--- config.mk ---
export PLATFORM = sky130hd
export DESIGN_NAME = updown_counter
export DESIGN_NICKNAME = d
export VERILOG_FILES = /design/src/rtl/counter_pkg.sv /design/src/rtl/updown_counter.sv
export SDC_FILE = /design/constraint.sdc
export NUM_CORES = 1
export LEC_CHECK = 0
export CORE_AREA = 2 2 39 41
export DETAILED_ROUTE_END_ITERATION = 7
export DIE_AREA = 0 0 41 43
export PLACE_DENSITY = 0.51
export SYNTH_ARGS = -nofsm -noshare
export SYNTH_HDL_FRONTEND = slang
export SYNTH_SLANG_ARGS = --single-unit
--- constraint.sdc ---
create_clock -name clk -period 1.7 [get_ports clk]
set_input_delay 0.34 -clock clk [delete_from_list [all_inputs] [get_ports clk]]
set_output_delay 0.34 -clock clk [all_outputs]
set_load 0.01 [all_outputs]
--- src/rtl/counter_pkg.sv ---
// Shared definitions for the up/down counter: mode constants and a
// width-independent next-count function usable by RTL and reference models.
package counter_pkg;

    localparam bit CNT_WRAP = 1'b0;
    localparam bit CNT_SAT  = 1'b1;

    typedef struct packed {
        longint unsigned count;
        logic            tc;
    } cnt_step_t;

    // One counting step (no load) over the range 0 .. modulus-1.
    // Conflicting or absent requests hold the count with tc low.
    function automatic cnt_step_t cnt_next(input longint unsigned count,
                                           input logic            up,
                                           input logic            down,
                                           input longint unsigned modulus,
                                           input bit              mode);
        cnt_step_t res;
        res.count = count;
        res.tc    = 1'b0;
        if (up && !down) begin
            if (count == modulus - 1) begin
                res.tc    = 1'b1;
                res.count = (mode == CNT_SAT) ? count : 64'd0;
            end else begin
                res.count = count + 64'd1;
            end
        end else if (down && !up) begin
            if (count == 64'd0) begin
                res.tc    = 1'b1;
                res.count = (mode == CNT_SAT) ? count : modulus - 1;
            end else begin
                res.count = count - 64'd1;
            end
        end
        return res;
    endfunction

endpackage

--- src/rtl/updown_counter.sv ---
// Parametrised load/up/down counter with wrap or saturate at the range ends,
// and registered one-cycle terminal-count and load-error flags.
module updown_counter
    import counter_pkg::*;
#(
    parameter int unsigned     WIDTH    = 3,
    parameter longint unsigned MODULUS  = 64'd1 << WIDTH,
    parameter bit              SATURATE = CNT_WRAP
) (
    input  logic             clk,
    input  logic             rst,
    input  logic             ld,
    input  logic             inc,
    input  logic             dec,
    input  logic [WIDTH-1:0] data_in,
    output logic [WIDTH-1:0] data_out,
    output logic             tc,
    output logic             ld_err
);

    // Bad configurations are caught at elaboration time.
    if (MODULUS < 64'd2 || MODULUS > (64'd1 << WIDTH)) begin : g_bad_modulus
        $error("updown_counter: MODULUS must satisfy 2 <= MODULUS <= 2**WIDTH");
    end

    // Top of range, one bit wider than the count so MODULUS = 2**WIDTH fits cleanly.
    localparam logic [WIDTH:0] MAX_CNT = (WIDTH + 1)'(MODULUS - 64'd1);

    logic [WIDTH-1:0] cnt_q, cnt_d;
    logic             tc_q, tc_d;
    logic             ld_err_q, ld_err_d;
    logic [WIDTH:0]   cnt_ext;
    logic [WIDTH:0]   din_ext;

    // Next-state: load has priority, then a single-direction step, else hold.
    always_comb begin
        cnt_ext  = {1'b0, cnt_q};
        din_ext  = {1'b0, data_in};
        cnt_d    = cnt_q;
        tc_d     = 1'b0;
        ld_err_d = 1'b0;
        if (ld) begin
            if (din_ext <= MAX_CNT) begin
                cnt_d = data_in;
            end else begin
                cnt_d    = MAX_CNT[WIDTH-1:0];
                ld_err_d = 1'b1;
            end
        end else if (inc && !dec) begin
            if (cnt_ext == MAX_CNT) begin
                tc_d  = 1'b1;
                cnt_d = SATURATE ? cnt_q : '0;
            end else begin
                cnt_d = cnt_q + WIDTH'(1);
            end
        end else if (dec && !inc) begin
            if (cnt_ext == '0) begin
                tc_d  = 1'b1;
                cnt_d = SATURATE ? cnt_q : MAX_CNT[WIDTH-1:0];
            end else begin
                cnt_d = cnt_q - WIDTH'(1);
            end
        end
    end

    // State registers; reset clears count and flags without waiting for a clock.
    always_ff @(posedge clk or negedge rst) begin
        if (!rst) begin
            cnt_q    <= '0;
            tc_q     <= 1'b0;
            ld_err_q <= 1'b0;
        end else begin
            cnt_q    <= cnt_d;
            tc_q     <= tc_d;
            ld_err_q <= ld_err_d;
        end
    end

    assign data_out = cnt_q;
    assign tc       = tc_q;
    assign ld_err   = ld_err_q;

endmodule

==> run metrics <==
grt ovf 0; number of vias per cell 4.485; Iteration-0 DRC Markers 4; largest net degree at the start of global routing 8; Setup crit start kind flop; row count 14; Worst-Skew Late Latency 0.23 ns; Area Overhead vs Synth 43.94%; post-route ant nets 0; Fin. Hold Viols 0; Net Count, Synth 49; DRT Pass-1 Iters 4; Min-Delay Path Class primary input to asynchronous set/reset pin; Peak Freq 0.6407 GHz; Sink Count 4; Setup WS pre-CTS 0.07554 ns; crit path capture type output port; Die W 41 um; Initial Util 0.2387; first-pass GRT wire length 1138 um; Yosys warning total 0; Mapped Cells 37; Fin Setup TNS 0 ns; GRT Util Overall 0.09500; Max Transition Viols Final 0; fill count 149; synthesized area 330.3 sq um; worst r2r src data_out[0]; hold buffers post-CTS 0; pwr/cell area 867.9 nW/um^2; unique cell type count in the Yosys netlist 21; DPL Wire Length 610.4 um; initial antenna violation count 0; non-filler cells, final 66; clock tree buffer depth 2; Largest stage delay, worst path 0.57 ns; WP buf/inv 1; die area 1763 sq um; commonest non-fill, non-tap cells in the layout 11 x clkdlybuf4s50_1, 5 x inv_1, 4 x a21oi_1, 4 x ha_1, 4 x dfrtp_1; worst-path fanout max 6; Post CTS Setup Buffer Count 0; Final setup viols 0; min Tclk post-route 1.561 ns; overall via count from detail_route 296; fin crit share 0.9182; clock root buffer clkbuf_4; clk_skew 0.003214 ns; share of cells above drive strength 1 0.1200; Reg2Reg Depth 6; Final Core Density 0.3436; Seq/Total Area, Yosys 0.3030; drt total wl 710 um; placed insts 63; Final nets 64; Mapped Avg Cell Area 8.927 sq um; Residual DRC 0; post-cts sizing count 0; status complete, no violations; Slowest-stage cell, CP clkdlybuf4s50_1; TritonCTS clock tree yes; commonest non-fill, non-tap cell in the layout clkdlybuf4s50_1; number of diodes 0; Largest delay share family, worst path buffers and inverters; PnR worst setup slack 0.1391 ns; CP Data Required Time 1.36 ns; die height 43 um; Synth Register Bits 4; critical register-to-register path endpoint data_out[2]; RD Place Congestion 0.6927; Worst R2R Setup Slack 0.17 ns; Port-buffer cells 11; Boundary Pins 13; leakage 0.2074 nW; crit-path cells clkdlybuf4s50_1; VDD IR max 176.8 uV; CP Class flop to output port; CTS Buf Count 3; max-cap violations 0; CP arrival 1.22 ns; htree depth 1; Clock Pin Slew Worst Setup and Hold Paths 0.04 ns; RSZ-0062 raised after global routing no; WL per Instance 10.76 um; Crit path depth 1; Core ar. 1384 sq um; number of global-route vias before repair 291
through the flow:
stage          hold slack [ns]  instance area, sq um  power, mW
5_1_grt                 0.3135                 475.5     0.4540
3_5_place_dp            0.5598                 452.9     0.2992
2_1_floorplan          0.04441                 330.3     0.2242
4_1_cts                 0.3082                 475.5     0.4228
6_report                0.3096                 475.5     0.4127
3_3_place_gp            0.5367                 452.9     0.2956
worst reg2reg max path, cell delays in order (launching register included):
cell and delay, ns:
dfrtp_1 0.40, ha_1 0.22, ha_1 0.27, nor3b_1 0.21, o31ai_1 0.10, a31oi_1 0.15
a21oi_1 0.06
sequential cells by signal (all words and copies together) (netlist names):
| signal | flops |
|---|---|
| tc | 1 |
| data_out | 3 |
cell families (layout without fill, tap and decap cells):
| kind of cell | count (synthesis) | after routing | share of synthesized area |
|---|---|---|---|
| buffers and inverters | 6 | 19 | 0.07956 |
| other | 1 | 1 | 0.01135 |
| AOI/OAI and AO/OA | 11 | 11 | 0.2121 |
| adders and majority gates | 4 | 4 | 0.1515 |
| muxes | 1 | 1 | 0.03030 |
| and+or+nand+nor | 10 | 10 | 0.2122 |
| DFF | 4 | 4 | 0.3030 |
cell type report:
| class | instances | area (sq um) | share of cell area |
|---|---|---|---|
| inverters | 5 | 18.77 | 0.03947 |
| flip-flops and latches | 4 | 100.1 | 0.2105 |
| clock buffers | 3 | 22.52 | 0.04737 |
| well taps | 16 | 20.02 | 0.04211 |
| repair buffers | 11 | 110.1 | 0.2316 |
| multi-input cells | 27 | 203.9 | 0.4289 |
synth_stat cells (all sizes together):
cell    number  share of area
inv          5          0.057
a21oi        4          0.061
dfrtp        4           0.30
ha           4           0.15
nand2        2          0.023
nor2         2          0.023
o31ai        2          0.045
a311oi       1          0.027
a31oi        1          0.019
a32oi        1          0.027
and2b        1          0.030
buf          1          0.023
conb         1          0.011
mux2i        1          0.030
nand2b       1          0.019
nor2b        1          0.027
nor3         1          0.049
nor3b        1          0.023
o21ai        1          0.015
o22ai        1          0.019
or3          1          0.019
worst max path at each step:
stage | start | to | slack, ns
finish | data_out[2] | data_out[2] | 0.14
global placement | dec | data_out[1] | 0.11
CTS | data_out[2] | data_out[2] | 0.14
floorplan | data_out[0] | data_out[2] | 0.27
detailed placement | dec | data_out[1] | 0.08
global route | data_out[0] | data_out[2] | 0.06
metal layers:
metal | part of all wire | global-route usage | wire length [um] | vias to the layer above
li1 | - | - | - | 155
met1 | 0.41 | 0.1048 | 292 | 132
met2 | 0.52 | 0.1563 | 372 | 9
met3 | 0.063 | 0.01571 | 45 | 0
met4 | 0 | 0.06000 | 0 | 0
met5 | 0 | 0 | 0 | -
power by group:
| group | switching, mW | total [mW] | internal (mW) |
|---|---|---|---|
| Sequential | 0.0191 | 0.131 | 0.111 |
| Combinational | 0.0771 | 0.166 | 0.0889 |
| Clock | 0.0373 | 0.116 | 0.0789 |
(Power assumes the default switching activity.)
